$ cat config.mk
export PLATFORM = sky130hd
export DESIGN_NAME = adder_operand_recover
export DESIGN_NICKNAME = d
export VERILOG_FILES = /design/src/rtl/adder_recover_pkg.sv /design/src/rtl/adder_operand_recover_fs_bit.sv /design/src/rtl/adder_operand_recover.sv
export SDC_FILE = /design/constraint.sdc
export NUM_CORES = 1
export LEC_CHECK = 0
export BUFFER_PORTS_ARGS = -buffer_cell sky130_fd_sc_hd__buf_2
export CAP_MARGIN = 20
export CORE_ASPECT_RATIO = 0.6
export CORE_MARGIN = 2
export CORE_UTILIZATION = 40
export CTS_CLUSTER_SIZE = 12
export DETAILED_ROUTE_END_ITERATION = 6
export GPL_ROUTABILITY_DRIVEN = 0
export PLACE_DENSITY_LB_ADDON = 0.05
export SETUP_SLACK_MARGIN = 0.4
export SLEW_MARGIN = 20
export SYNTH_ARGS = -nofsm -noshare
export SYNTH_HDL_FRONTEND = slang
export SYNTH_SLANG_ARGS = --single-unit
$ cat constraint.sdc
create_clock -name clk -period 3.1 [get_ports clk]
set_input_delay 0.31 -clock clk [delete_from_list [all_inputs] [get_ports clk]]
set_output_delay 0.31 -clock clk [all_outputs]
set_load 0.005 [all_outputs]
$ cat src/rtl/adder_recover_pkg.sv
// Shared definitions for the bit-serial operand recovery block.
//   state_e        : controller states (IDLE, RUN, DONE)
//   DEFAULT_WIDTH  : default operand width; the sum is one bit wider
//   idx_w()        : width of the bit index counter for a given operand width
package adder_recover_pkg;

  typedef enum logic [1:0] {
    IDLE = 2'd0,
    RUN  = 2'd1,
    DONE = 2'd2
  } state_e;

  localparam int DEFAULT_WIDTH = 6;

  // The index runs 0..WIDTH and then steps once more to WIDTH+1 on the final
  // bit, so it must hold WIDTH+1 without wrapping.
  function automatic int idx_w(input int width);
    return $clog2(width + 2);
  endfunction

endpackage

$ cat src/rtl/adder_operand_recover_fs_bit.sv
// One-bit full subtractor: d = s - a - bw_in, with borrow out.
//   s      : minuend bit
//   a      : subtrahend bit
//   bw_in  : incoming borrow
//   d      : difference bit
//   bw_out : outgoing borrow
module fs_bit (
  input  logic s,
  input  logic a,
  input  logic bw_in,
  output logic d,
  output logic bw_out
);

  assign d      = s ^ a ^ bw_in;
  // Borrow when a exceeds s outright, or when they are equal and a borrow is
  // already pending.
  assign bw_out = (~s & a) | (~(s ^ a) & bw_in);

endmodule

$ cat src/rtl/adder_operand_recover.sv
// Bit-serial operand recovery: given a WIDTH+1-bit sum S and a WIDTH-bit
// operand A, computes B = (S - A) mod 2^WIDTH one bit per clock, LSB first,
// and flags sums that no WIDTH-bit B can produce.
//   clk, rst              : clock, synchronous active-high reset
//   in_valid / in_ready   : request handshake; in_sum, in_a sampled on accept
//   out_valid / out_ready : result handshake; out_b, out_err held in DONE
//   out_err               : 1 when S < A or S - A > 2^WIDTH - 1
module adder_operand_recover
  import adder_recover_pkg::*;
#(
  parameter int WIDTH = DEFAULT_WIDTH
) (
  input  logic             clk,
  input  logic             rst,
  input  logic             in_valid,
  output logic             in_ready,
  input  logic [WIDTH:0]   in_sum,
  input  logic [WIDTH-1:0] in_a,
  output logic             out_valid,
  input  logic             out_ready,
  output logic [WIDTH-1:0] out_b,
  output logic             out_err
);

  localparam int            IW       = idx_w(WIDTH);
  localparam logic [IW-1:0] IDX_ZERO = {IW{1'b0}};
  localparam logic [IW-1:0] IDX_ONE  = IW'(1);
  localparam logic [IW-1:0] IDX_LAST = IW'(WIDTH);

  state_e           state_q, state_d;
  logic [WIDTH:0]   s_q, s_d;
  logic [WIDTH:0]   a_q, a_d;
  logic [WIDTH:0]   diff_q, diff_d;
  logic [IW-1:0]    idx_q, idx_d;
  logic             bw_q, bw_d;
  logic [WIDTH-1:0] b_q, b_d;
  logic             err_q, err_d;
  logic             in_ready_q, out_valid_q;

  logic             fs_d_s;
  logic             fs_bw_s;

  // Single subtractor cell, reused for every bit position in turn.
  fs_bit u_fs_bit (
    .s      (s_q[idx_q]),
    .a      (a_q[idx_q]),
    .bw_in  (bw_q),
    .d      (fs_d_s),
    .bw_out (fs_bw_s)
  );

  // Next-state and datapath update for the IDLE/RUN/DONE controller.
  always_comb begin
    state_d = state_q;
    s_d     = s_q;
    a_d     = a_q;
    diff_d  = diff_q;
    idx_d   = idx_q;
    bw_d    = bw_q;
    b_d     = b_q;
    err_d   = err_q;

    case (state_q)
      IDLE: begin
        if (in_valid) begin
          s_d     = in_sum;
          a_d     = {1'b0, in_a};
          diff_d  = {(WIDTH + 1){1'b0}};
          idx_d   = IDX_ZERO;
          bw_d    = 1'b0;
          state_d = RUN;
        end else begin
          state_d = IDLE;
        end
      end

      RUN: begin
        // Difference bits enter at the MSB end so that after WIDTH+1 shifts
        // bit 0 has reached the LSB.
        diff_d = {fs_d_s, diff_q[WIDTH:1]};
        bw_d   = fs_bw_s;
        idx_d  = idx_q + IDX_ONE;
        if (idx_q == IDX_LAST) begin
          b_d     = diff_d[WIDTH-1:0];
          // A final borrow means S < A; a set top bit means S - A needs more
          // than WIDTH bits. Either way no WIDTH-bit B exists.
          err_d   = fs_bw_s | fs_d_s;
          state_d = DONE;
        end else begin
          state_d = RUN;
        end
      end

      DONE: begin
        if (out_ready) begin
          state_d = IDLE;
        end else begin
          state_d = DONE;
        end
      end

      default: begin
        state_d = IDLE;
      end
    endcase
  end

  // State, datapath and registered handshake outputs.
  always_ff @(posedge clk) begin
    if (rst) begin
      state_q     <= IDLE;
      s_q         <= {(WIDTH + 1){1'b0}};
      a_q         <= {(WIDTH + 1){1'b0}};
      diff_q      <= {(WIDTH + 1){1'b0}};
      idx_q       <= IDX_ZERO;
      bw_q        <= 1'b0;
      b_q         <= {WIDTH{1'b0}};
      err_q       <= 1'b0;
      in_ready_q  <= 1'b1;
      out_valid_q <= 1'b0;
    end else begin
      state_q     <= state_d;
      s_q         <= s_d;
      a_q         <= a_d;
      diff_q      <= diff_d;
      idx_q       <= idx_d;
      bw_q        <= bw_d;
      b_q         <= b_d;
      err_q       <= err_d;
      in_ready_q  <= (state_d == IDLE);
      out_valid_q <= (state_d == DONE);
    end
  end

  assign in_ready  = in_ready_q;
  assign out_valid = out_valid_q;
  assign out_b     = b_q;
  assign out_err   = err_q;

endmodule
==> results.toml, run 1 <==
[global_route]
overflow = 0
grt_pass1_vias = 1019
antenna_found_initial = 0
grt_max_degree = 35
track_usage = 0.1637
grt_pass1_wl_um = 4864

[timing]
fin_crit_ns = 2.297
hold-worst-slack_ns = 0.2648
slew_headroom = 0.3706
hold_violations = 0
finalCritPeriodShare = 0.7410
rsz0062_at_grt = "no"
finalSetupTns_ns = 0
setup_viol = 0
final.setup_skew_ns = 0.003939
finalMaxSlewViolations = 0
worst_pin_slew_ns = 0.9421
fmax_mhz = 435.3

[worst_setup_path]
critPathMaxFanout = 13
timing.rr.start = "idx_q[2]$_SDFFE_PP0P_"
start_kind = "flip-flop"
r2r-end = "out_err$_SDFFE_PP0P_"
worst-endpoint-arrival_ns = 2.49
crit_type = "flip-flop to flip-flop"
r2r_setup_slack_ns = 0.80
crit_required_ns = 3.30
reg2reg_depth = 5
cp-end-kind = "flip-flop"
crit_start = "idx_q[2]$_SDFFE_PP0P_"

[run]
drv_cap = 0

[place]
dp_hpwl_um = 2009
place_area_um2 = 1518
port-buffer-count = 25

[clock_tree]
cts_tree = "built"
cts_setup_buffers = 0
clock_sinks = 34
hold_buffers = 0
cts_resized = 0
h-tree-depth = 2
cts_inserted_buffers = 5
path_clk_slew_ns = 0.06
cts_root_buf = "clkbuf_8"
cts.path.max_buffers = 2
clock_latency_ns = 0.28

[die]
die_height_um = 49.85
core-area_um2 = 3303
initial_utilization = 0.4242
io_pins = 26
num_rows = 16
die_x_um = 80.41
dieArea_um2 = 4008

[synth]
synth_area_um2 = 1401
synth.distinct_cells = 34
yosysTopAreaCell = "dfxtp_1"
synth_commonest_cells = "nand2_1, dfxtp_1, a21oi_1"
synth_cells = 160
synthTopCellsByArea = "dfxtp_1, nand2_1, a21oi_1"
synth-edff-count = 0
yosysMostFrequentCell = "nand2_1"
synth_area_per_cell_um2 = 8.758
synth_warnings = 0
yosysTopAreaCellShare = 0.4857
yosysSeqAreaShare = 0.4857
ys_async_sr_fraction = 0
ys.flop_type = "dfxtp_1"
synth-seq-cells = 34
syn_nets = 180

[power]
switching_share = 0.2318
p_int_mw = 0.6372
pwr-share-clk = 0.356
p_sw_mw = 0.1922
seqPwrFrac = 0.560
total_power_mw = 0.8295
p_per_area_nw_per_um2 = 520.4
ir_drop_mv = 0.2598
pwr-share-comb = 0.084
p_leak_nw = 0.6383

[final_layout]
final_area_um2 = 1594
syn_to_final_growth_pct = 13.75
drive_above_1_share = 0.1989
fin_nets = 201
antenna_cells = 0
n_fill_cell = 352

[outcome]
status = "finished clean"

[routing]
drt.antenna.violating_nets = 0
wl_per_cell_um = 12.65
first_iter_violations = 64
drtPass1Iterations = 4
via_per_inst = 4.920
drt_drc_violations_left = 0
num_vias = 1112
wl_um = 2858

[hold_path]
min_path_cells = 3
hold_path_class = "input pin to flip-flop"
hold_start = "in_sum[5]"
min_to = "s_q[5]$_SDFFE_PP0N_"
[registers in the layout, summed over array words and instances, names as in the netlist]
| name | count |
|---|---|
| out_err | 1 |
| idx_q | 3 |
| a_q | 6 |
| out_b | 6 |
| out_valid | 1 |
| s_q | 7 |
| in_ready | 1 |
| diff_q | 6 |
| bw_q | 1 |
| state_q | 2 |
[power groups by stage]
stage          logic (mW)  registers, mW  clock network, mW
3_5_place_dp       0.0707          0.474                  0
6_report           0.0696          0.465              0.295
2_1_floorplan      0.0576          0.468                  0
5_1_grt            0.0807          0.466              0.330
4_1_cts            0.0708          0.464              0.303
3_3_place_gp       0.0681          0.474                  0
[per-layer routing]
layer | wire, µm | up-vias | track usage | part of all wire
li1 | - | 585 | - | -
met1 | 1593 | 503 | 0.2389 | 0.56
met2 | 1127 | 24 | 0.2181 | 0.39
met3 | 138 | 0 | 0.06044 | 0.048
met4 | 0 | 0 | 0.05932 | 0
met5 | 0 | - | 0 | 0
[cell type report]
cell class | count | area, µm² | share of cell area
flip-flops and latches | 34 | 680.7 | 0.4270
inverters | 2 | 7.507 | 0.004710
well taps | 45 | 56.30 | 0.03532
clock buffers | 7 | 76.32 | 0.04788
repair buffers | 25 | 125.1 | 0.07849
multi-input cells | 113 | 648.1 | 0.4066
[stage by stage]
step / setup WS, ns / utilization / instances
3_3_place_gp: 0.8803 / 0.4595 / 219
2_1_floorplan: 1.223 / - / 160
6_report: 0.8029 / 0.4826 / 226
3_5_place_dp: 0.7744 / 0.4595 / 219
4_1_cts: 0.7678 / 0.4826 / 226
5_1_grt: 0.5412 / 0.4826 / 226
[critical path: stages, from the launching register on]
cell      delay [ns]
dfxtp_1         0.63
mux2_2          0.40
o311ai_0        0.41
fa_1            0.50
nor3b_1         0.15
nor3_1          0.12
[cells by family (layout without fill, tap and decap cells)]
logic type,Yosys count,count (layout),synth area share
and+or+nand+nor,66,66,0.2161
AOI/OAI and AO/OA,38,38,0.1688
DFF,34,34,0.4857
buffers and inverters,13,34,0.05178
muxes,6,6,0.04553
adders and majority gates,3,3,0.03214
[cell usage in the layout (no fill, tap or decap), types with 2 or more instances in the layout]
cell type and count:
a22oi_1 6, mux2_2 3, buf_2 25, nand2_1 44, inv_1 2, dfxtp_1 34
clkbuf_1 2, a21oi_1 22, nor2_1 12, clkbuf_8 5, ha_1 2, mux2i_1 3
a2bb2oi_1 2
[worst max path at each step]
| stage | slack [ns] | cells after the start | to |
|---|---|---|---|
| final | 0.80 | 5 | out_err$_SDFFE_PP0P_ |
| after global routing | 0.54 | 5 | out_err$_SDFFE_PP0P_ |
| after CTS | 0.77 | 5 | out_err$_SDFFE_PP0P_ |
| after detailed placement | 0.77 | 5 | out_err$_SDFFE_PP0P_ |
| after global placement | 0.88 | 5 | out_err$_SDFFE_PP0P_ |
| after floorplan | 1.22 | 5 | out_err$_SDFFE_PP0P_ |
Note: power is estimated with default switching activity, not from simulation.
==> run 2: changes to the inputs <==
Clock period 3.1 ns to 1.95 ns, I/O delays scaled along.
==> run 2 against run 1 <==
Compared with the run above: clock skew is essentially flat; maximum frequency grew 26%; clock power grew 76%; via count grew 2.6%; register-to-register slack lost 0.67 ns; wire length grew 0.91%; largest cell class is now multi-input gates; sequential power grew 58%; critical path type unchanged; global-route usage grew 0.12 points.
==> results.toml, run 2 (same netlist as run 1, synthesis figures left out) <==
[outcome]
status = "finished clean"

[routing]
drtPass1Iterations = 4
wl_um = 2884
wl_per_cell_um = 12.48
drt_drc_violations_left = 0
drt.antenna.violating_nets = 0
num_vias = 1141
via_per_inst = 4.939
first_iter_violations = 45

[timing]
fmax_mhz = 549.5
fin_crit_ns = 1.820
worst_pin_slew_ns = 0.6312
finalSetupTns_ns = 0
rsz0062_at_grt = "yes"
hold_violations = 0
finalMaxSlewViolations = 0
setup_viol = 0
finalCritPeriodShare = 0.9332
final.setup_skew_ns = 0.003928
slew_headroom = 0.5792

[worst_setup_path]
crit_required_ns = 2.09
worst-endpoint-arrival_ns = 1.96
max_stage_delay_ns = 0.56
crit_chain = "buf_4 -> nand2_1 -> o221ai_2 -> o311ai_4 -> fa_1 -> nor3b_2 -> nor3_2"
crit_type = "flip-flop to flip-flop"
r2r-end = "out_err$_SDFFE_PP0P_"
cp-end-kind = "flip-flop"
crit_start = "idx_q[0]$_SDFFE_PP0P_"
reg2reg_depth = 7
r2r_setup_slack_ns = 0.13
start_kind = "flip-flop"
slowest_stage = "fa_1"
timing.rr.start = "idx_q[0]$_SDFFE_PP0P_"
critPathMaxFanout = 6
cp-endpoint = "out_err$_SDFFE_PP0P_"

[die]
dieArea_um2 = 4008
io_pins = 26
die_height_um = 49.85
die_x_um = 80.41
core-area_um2 = 3303
num_rows = 16
initial_utilization = 0.4242

[final_layout]
n_fill_cell = 354
layout.cells.non_filler = 231
final_common_cell = "nand2_1"
syn_to_final_growth_pct = 22.32
antenna_cells = 0
fin_nets = 205
drive_above_1_share = 0.2849
final_cell_mix = "nand2_1, dfxtp_1, buf_2, a21oi_1, nor2_1"
largest_reg_flops = 7
top_register = "s_q"

[clock_tree]
cts_root_buf = "clkbuf_8"
clock_sinks = 34
cts.path.max_buffers = 2
clock_latency_ns = 0.27
hold_buffers = 0
h-tree-depth = 2
cts_tree = "built"
cts_inserted_buffers = 5
path_clk_slew_ns = 0.07

[global_route]
antenna_found_initial = 0
grt_max_degree = 35
grt_pass1_wl_um = 4961
track_usage = 0.1650
grt_pass1_vias = 1014
overflow = 0

[place]
dp_hpwl_um = 1976
port-buffer-count = 25
dp.cells = 221

[power]
p_per_area_nw_per_um2 = 807.6
ir_drop_mv = 0.4138
p_leak_nw = 0.7007

[hold_path]
hold_path_class = "input pin to flip-flop"

[run]
drv_cap = 0
## run 2: timing repair
action / 4_1_cts / 5_1_grt
buffers inserted: 2 / 0
endpoints found under the setup margin: 3 / 15
cloned: 0 / 0
pin swaps: 1 / 3
hold endpoints to repair: 0 / 0
resized for setup: 2 / 9
## run 2: cell type report
class	count	area, µm²	share of cell area
timing repair buffer	29	155.1	0.09051
sequential	34	689.4	0.4022
inverter	2	7.507	0.004380
tap	45	56.30	0.03285
clock inverter	1	5.005	0.002920
clock buffer	7	86.33	0.05037
multi-input combinational	113	714.4	0.4168
## run 2: power by group
part	leakage (nW)	total (mW)	internal, mW	switching [mW]
registers	0.279	0.736	0.716	0.0201
logic	0.374	0.129	0.0604	0.0688
clock network	0.0482	0.519	0.284	0.234
total	0.701	1.38	1.06	0.323
## run 2: worst max-delay path: cells and delay by family, from the launching register on
family          cells  cell delay, ns
compound gates      2            0.35
fa+ha+maj           1            0.56
buf+inv             1            0.13
flops               1            0.35
simple gates        3            0.30
## run 2: worst min-delay path by stage
stage	start	end	slack (ns)	cells past startpoint
floorplan	in_a[0]	a_q[0]$_SDFFE_PP0N_	0.33	2
global placement	in_sum[4]	s_q[4]$_SDFFE_PP0N_	0.43	3
detailed placement	in_sum[0]	s_q[0]$_SDFFE_PP0N_	0.44	3
CTS	in_sum[0]	s_q[0]$_SDFFE_PP0N_	0.14	3
global route	in_sum[3]	s_q[3]$_SDFFE_PP0N_	0.15	3
finish	in_sum[5]	s_q[5]$_SDFFE_PP0N_	0.15	3
## run 2: through the flow
stage	hold slack (ns)	power [mW]	cell area, µm²	utilization	setup slack (ns)
floorplan	0.3310	0.8399	1426	-	0.2223
global placement	0.4350	0.8680	1554	0.4705	0.1148
detailed placement	0.4418	0.8711	1554	0.4705	0.05605
CTS	0.1440	1.398	1667	0.5045	0.1227
global route	0.1521	1.463	1714	0.5189	0.04549
finish	0.1509	1.384	1714	0.5189	0.1303
## run 2: per-layer routing
layer / track usage / wire (µm)
met2: 0.2056 / 1174
met1: 0.2545 / 1527
met3: 0.05128 / 147
met4: 0.06780 / 34
met5: 0 / 0
